--- src/rtl/serial_alu_pkg.sv ---
// rtl/serial_alu_pkg.sv - shared opcode/state types and default width for the bit-serial ALU
package serial_alu_pkg;

    localparam int DEFAULT_WIDTH = 16;

    typedef enum logic [1:0] {
        OP_AND = 2'b00,
        OP_OR  = 2'b01,
        OP_ADD = 2'b10,
        OP_SUB = 2'b11
    } op_e;

    typedef enum logic [1:0] {
        IDLE = 2'b00,
        RUN  = 2'b01,
        DONE = 2'b10
    } state_e;

endpackage

--- src/rtl/serial_alu_bit.sv ---
// rtl/serial_alu_bit.sv - one-bit ALU slice: AND, OR, or full add with B inverted for SUB
module serial_alu_bit
    import serial_alu_pkg::*;
(
    input  logic a,
    input  logic b,
    input  logic cin,
    input  op_e  op,
    output logic result,
    output logic cout
);

    logic b_eff;

    always_comb begin
        result = 1'b0;
        cout   = 1'b0;
        b_eff  = b ^ op[0];
        unique case (op)
            OP_AND: result = a & b;
            OP_OR:  result = a | b;
            default: begin
                result = a ^ b_eff ^ cin;
                cout   = (a & b_eff) | (cin & (a ^ b_eff));
            end
        endcase
    end

endmodule

--- src/rtl/serial_alu_sequencer.sv ---
// rtl/serial_alu_sequencer.sv - bit-serial ALU: accepts an operand bundle, processes one bit
// per cycle LSB first, then holds the result until the consumer takes it.
module serial_alu_sequencer
    import serial_alu_pkg::*;
#(
    parameter int WIDTH = DEFAULT_WIDTH
) (
    input  logic             clk,
    input  logic             rst_n,
    input  logic             in_valid,
    output logic             in_ready,
    input  logic [WIDTH-1:0] in_a,
    input  logic [WIDTH-1:0] in_b,
    input  logic [1:0]       in_op,
    output logic             out_valid,
    input  logic             out_ready,
    output logic [WIDTH-1:0] out_result,
    output logic             out_carry,
    output logic             out_overflow,
    output logic             out_zero
);

    localparam int CW = (WIDTH > 2) ? $clog2(WIDTH) : 1;

    state_e           state;
    op_e              op_q;
    logic [WIDTH-1:0] a_sh;
    logic [WIDTH-1:0] b_sh;
    logic [WIDTH-1:0] res_sh;
    logic [CW-1:0]    cnt;
    logic             carry_q;
    logic             slice_res;
    logic             slice_cout;
    logic [WIDTH-1:0] res_next;
    logic             last_bit;

    serial_alu_bit u_bit (
        .a      (a_sh[0]),
        .b      (b_sh[0]),
        .cin    (carry_q),
        .op     (op_q),
        .result (slice_res),
        .cout   (slice_cout)
    );

    assign res_next  = {slice_res, res_sh[WIDTH-1:1]};
    assign last_bit  = (cnt == CW'(WIDTH - 1));
    assign in_ready  = (state == IDLE);
    assign out_valid = (state == DONE);

    always_ff @(posedge clk or negedge rst_n) begin
        if (!rst_n) begin
            state        <= IDLE;
            op_q         <= OP_AND;
            a_sh         <= '0;
            b_sh         <= '0;
            res_sh       <= '0;
            cnt          <= '0;
            carry_q      <= 1'b0;
            out_result   <= '0;
            out_carry    <= 1'b0;
            out_overflow <= 1'b0;
            out_zero     <= 1'b0;
        end else begin
            unique case (state)
                IDLE: begin
                    if (in_valid) begin
                        a_sh    <= in_a;
                        b_sh    <= in_b;
                        op_q    <= op_e'(in_op);
                        carry_q <= in_op[0];
                        cnt     <= '0;
                        state   <= RUN;
                    end
                end
                RUN: begin
                    a_sh    <= a_sh >> 1;
                    b_sh    <= b_sh >> 1;
                    res_sh  <= res_next;
                    carry_q <= slice_cout;
                    if (last_bit) begin
                        // carry_q here is the carry into the MSB; overflow compares it to carry out
                        out_result   <= res_next;
                        out_carry    <= op_q[1] & slice_cout;
                        out_overflow <= op_q[1] & (carry_q ^ slice_cout);
                        out_zero     <= (res_next == '0);
                        state        <= DONE;
                    end else begin
                        cnt <= cnt + CW'(1);
                    end
                end
                DONE: begin
                    if (out_ready) begin
                        state <= IDLE;
                    end
                end
                default: state <= IDLE;
            endcase
        end
    end

endmodule
--- config.mk ---
export PLATFORM = sky130hd
export DESIGN_NAME = serial_alu_sequencer
export DESIGN_NICKNAME = d
export VERILOG_FILES = /design/src/rtl/serial_alu_pkg.sv /design/src/rtl/serial_alu_bit.sv /design/src/rtl/serial_alu_sequencer.sv
export SDC_FILE = /design/constraint.sdc
export NUM_CORES = 1
export LEC_CHECK = 0
export CORE_MARGIN = 10
export CORE_UTILIZATION = 30
export DETAILED_ROUTE_END_ITERATION = 16
export GPL_ROUTABILITY_DRIVEN = 1
export PLACE_DENSITY_LB_ADDON = 0.05
export RECOVER_POWER = 100
export SYNTH_ARGS = -nofsm -noshare
export SYNTH_HDL_FRONTEND = slang
export SYNTH_SLANG_ARGS = --single-unit
export TNS_END_PERCENT = 5
--- constraint.sdc ---
create_clock -name clk -period 3.9 [get_ports clk]
set_input_delay 0.78 -clock clk [delete_from_list [all_inputs] [get_ports clk]]
set_output_delay 0.78 -clock clk [all_outputs]
set_load 0.02 [all_outputs]
# Yosys cells after proc, flatten, opt, wreduce, memory -nomap -nowiden
# Cells that the tools add are included.
[classes] n_addsub=1 eq_ne=8 mux=15 bitwise=11 n_reduce_logical=10
[op_table] operator="$pmux 16 s2" count=2
[op_table] operator="$mux 16" count=2
[op_table] operator="$logic_not 16->1" count=1
[op_table] operator="$mux 4" count=2
[op_table] operator="$pmux 4 s2" count=1
[op_table] operator="$mux 2" count=3
[op_table] operator="$ne 2x2->1 const B" count=3
[op_table] operator="$pmux 2 s3" count=1
[op_table] operator="$reduce_and 2->1" count=3
[op_table] operator="$reduce_and 3->1" count=2
[op_table] operator="$and 1x1->1" count=5
[op_table] operator="$add 4x1->4 const B" count=1
[op_table] operator="$eq 2x1->1 const B" count=2
[op_table] operator="$eq 4x4->1 const B" count=1
[op_table] operator="$logic_not 2->1" count=2
[op_table] operator="$pmux 1 s2" count=2
[op_table] operator="$xor 1x1->1" count=4
[op_table] operator="$eq 2x2->1 const B" count=1
[op_table] operator="$mux 1" count=2
[op_table] operator="$ne 2x1->1 const B" count=1
[op_table] operator="$or 1x1->1" count=2
[op_table] operator="$reduce_bool 2->1" count=1
[op_table] operator="$reduce_or 2->1" count=1
[totals] regBits=76 in_bits=38

# Depth between registers and ports, before layout
[logic_depth] ltp_word=7 mapped_depth=6 mapped_depth_nobuf=5

# Hierarchy
# Synthesis repeated with hierarchy kept, for this count alone.
[unflattened] cells_unflattened=293 area_unflattened_um2=3309.4
[modules_own_cells] module="serial_alu_sequencer" n_inst=1 cells_each=286 area_each_um2=3249.4
[modules_own_cells] module="serial_alu_bit" n_inst=1 cells_each=7 area_each_um2=60.1

# Worst setup path after synthesis
# OpenSTA, ideal clock, no wires.
[synth_path] path_kind="register to output" start="register state[0]" end="output in_ready" arrival_time_ns=0.909 setup_slack_ns=2.211 stages_incl_launch_ff=3 path_cell_list="dfrtp_1 buf_4 nor2_1"
[synth_between] elab_chain_len=1
[synth_lines] element="start, declared" line_no="serial_alu_sequencer.sv:25" source="state_e state;"
[synth_lines] element="start signal, assigned" line_no="serial_alu_sequencer.sv:53" source="state <= IDLE;"
[synth_lines] element="start signal, assigned" line_no="serial_alu_sequencer.sv:73" source="state <= RUN;"
[synth_lines] element="start signal, assigned" line_no="serial_alu_sequencer.sv:87" source="state <= DONE;"
[synth_lines] element="$logic_not 2->1" line_no="serial_alu_sequencer.sv:48" source="assign in_ready = (state == IDLE);"
[synth_lines] element="end, declared" line_no="serial_alu_sequencer.sv:11" source="output logic in_ready,"
# No other way between the ends.

# Final worst setup path
[layout_path] start="register state[0]" end="output out_valid"
[layout_between] elab_chain_len=1
[layout_lines] element="$eq 2x2->1" line_no="serial_alu_sequencer.sv:49" source="assign out_valid = (state == DONE);"
[layout_lines] element="end, declared" line_no="serial_alu_sequencer.sv:15" source="output logic out_valid,"
# No other way between the ends.

==> summary.md <==
| Metric | Value |
|---|---|
| Area Overhead vs Synth | 26.9% |
| Fillcell total | 1,118 |
| DRC Markers | 0 |
| Initial DRC count | 131 |
| Clock transition at path regs | 0.08 ns |
| Ant diodes | 0 |
| Multi-input logic area | 1300 um2 |
| Failing checks | max-capacitance violations, max-slew violations |
| Final Instance Count excl. Fillers | 550 |
| Final setup fails | 0 |
| Deepest clock path buffer count | 2 |
| Number of global-route vias before repair | 2,727 |
| Largest net degree at the start of global routing | 76 |
| Hold Path Class | reg2reg |
| DRT Wirelength | 8230 um |
| Die area | 15,600 um2 |
| Register area share after synthesis | 0.568 |
| Number of port buffers | 58 |
| Die W | 125 um |
| Total power | 2980 uW |
| CP max stage cell | dfrtp_1 |
| Max Clock Freq | 346 MHz |
| DR vias | 2,590 |
| GRT overflow | 0 |
| Net count after synthesis | 391 |
| Status | finished with violations |
| Global-route wire length before repair | 14,300 um |
| Wire per inst | 15.0 um |
| Fin. max-slew vios | 76 |
| Required @ worst endpoint | 3.12 ns |
| Worst Path Buf+Inv | 2 |
| Synthesized cell area | 3300 um2 |
| Maximum VDD drop | 0.235 mV |
| CTS Hold Bufs | 0 |
| # IOs | 59 |
| Pwr dens | 709 nW/um2 |
| Initial antenna violation count | 0 |
| CP Cell Sequence | nand2b_1 -> inv_1 -> dlygate4sd3_1 |
| Slew @ Worst Pin | 1.93 ns |
| Final hold vios | 0 |
| Pre-CTS setup slack | 1.40 ns |
| Crit Path Category | reg2out |
| Synth top area cells | dfrtp_1, nand2_1, a22oi_1, o21ai_0, nor2b_1 |
| Worst-path fanout max | 24 |
| Core Footprint | 10,800 um2 |
| Most frequent cell after synthesis | nand2_1 |
| Clock root buffer | clkbuf_8 |
| Post-synth EDFFs | 0 |
| Synth Flop Type | dfrtp_1 |
| CTS Buf Count | 9 |
| TritonCTS clock tree | yes |
| Synth unique cells | 36 |
| Mean area per synthesized cell | 9.41 um2 |
| Clk_lat worst skew | 0.34 ns |
| Setup bufs post-CTS | 0 |
| Post-route ant nets | 0 |
| Worst Path Arrival | 2.11 ns |
| Crit end category | output port |
| Final WS setup | 1.01 ns |
| Fin nets | 445 |
| RSZ-0062 raised after global routing | no |
| GRT Overall Usage | 0.110 |
| Worst path max stage delay | 0.89 ns |
| Most frequent cells after synthesis | nand2_1, dfrtp_1, o21ai_0 |
| CTS H-tree lvls | 3 |
| Die H | 125 um |
| Site Rows | 38 |
| Setup TNS | 0 ns |
| Synth Instances | 351 |
| Max-slew headroom | -0.286 |
| Worst Hold Slack | 0.472 ns |
| Layout cell share with drive strength beyond 1 | 0.0610 |
| Synth warnings | 0 |
| Tcrit/Tclk final | 0.742 |
| Period minus WS final | 2.89 ns |
| Clk_skew | 0.0105 ns |
| Max cap viols | 1 |
| Flops & latches, synth | 75 |
| GP Congestion | 0.697 |
| DP Cell Count | 534 |
| Leak pwr | 0.00194 uW |
| Initial Util | 0.306 |
| PostCTS Resize Cnt | 0 |
| Num Clock Sinks | 75 |
| Post-synth top area share | 0.568 |
| Crit start category | flip-flop |
| Vias/cell | 4.71 |
| Register Area | 1880 um2 |
| Post-DP HPWL | 5320 um |
| 1st-pass router iterations | 6 |
| Async set or reset register ratio after synthesis | 1.00 |
| Cell family with most CP delay | flip-flops |
| Top cell type by total area after synthesis | dfrtp_1 |
## tightest hold or removal path, delay by kind of cell, from the launching register on
kind,cells,cell delay (ns)
flops,1,0.35
simple gates,2,0.10
## state kept, by name, indices dropped and copies added (netlist names)
name and cells:
carry_q 1, b_sh 16, out_zero 1, out_result 16
out_carry 1, res_sh 15, out_overflow 1, state 2
cnt 4, a_sh 16, op_q 2
## final cells by class
cell class	count	area share
Tap cell	140	0.0418
Multi-Input combinational cell	250	0.309
Inverter	4	0.00358
Clock buffer	13	0.0403
Sequential cell	75	0.447
Timing Repair Buffer	65	0.147
Clock inverter	3	0.0107
## per-layer routing
layer  vias up  global-route usage  wire length, um
met3         5              0.0372              401
met2        51               0.175             3710
met4         0              0.0305               75
li1       1302                   -                -
met5         -                   0                0
met1      1232               0.140             4050
## placed cells by master (no fill, tap or decap), types with 2 or more instances in the layout
cell type	Yosys	layout
nand2_1	119	119
dfrtp_1	75	75
o21ai_0	36	37
clkdlybuf4s50_1	0	35
a22oi_1	30	30
dlygate4sd3_1	0	22
nor2b_1	15	15
a21oi_1	13	13
clkbuf_8	0	12
nor2_1	4	4
inv_1	4	4
nand3_1	4	4
clkbuf_1	5	4
buf_4	2	4
nand2b_1	2	3
xor2_1	2	2
a22o_1	2	2
nor4_1	2	2
mux2_2	2	2
clkinvlp_4	0	2
## path summary, 6_finish.rpt
kind,cells past startpoint,slack (ns),end,startpoint
max,3,1.01,out_valid,state[0]
min,2,0.47,out_overflow,out_overflow
max reg2reg,4,1.23,out_zero,state[0]
min reg2reg,2,0.47,out_overflow,out_overflow
max in group asynchronous,1,1.78,out_result[1],rst_n
min in group asynchronous,1,0.95,out_result[10],rst_n
## kinds of logic (layout without fill, tap and decap cells)
kind of cell / Yosys count / count (layout) / share of synthesized area
flops: 75 / 75 / 0.568
buf+inv: 26 / 85 / 0.0375
xor+xnor: 2 / 2 / 0.00530
fa+ha+maj: 3 / 3 / 0.0129
compound gates: 88 / 88 / 0.165
simple gates: 154 / 154 / 0.202
mux: 3 / 3 / 0.00984
## through the flow
step	instance area (um2)	util
after detailed placement	4000	0.371
after floorplan	3300	-
final	4190	0.389
after global routing	4190	0.389
after global placement	4000	0.371
after CTS	4220	0.391
## power by group
part           total (uW)  leakage [uW]  switching [uW]  internal [uW]
Combinational        1030      0.000850             585            442
Sequential           1310      0.000987             240           1070
Clock                 637      0.000102             288            349
Total                2980       0.00194            1110           1860
Power figures use the tool's default switching activity.
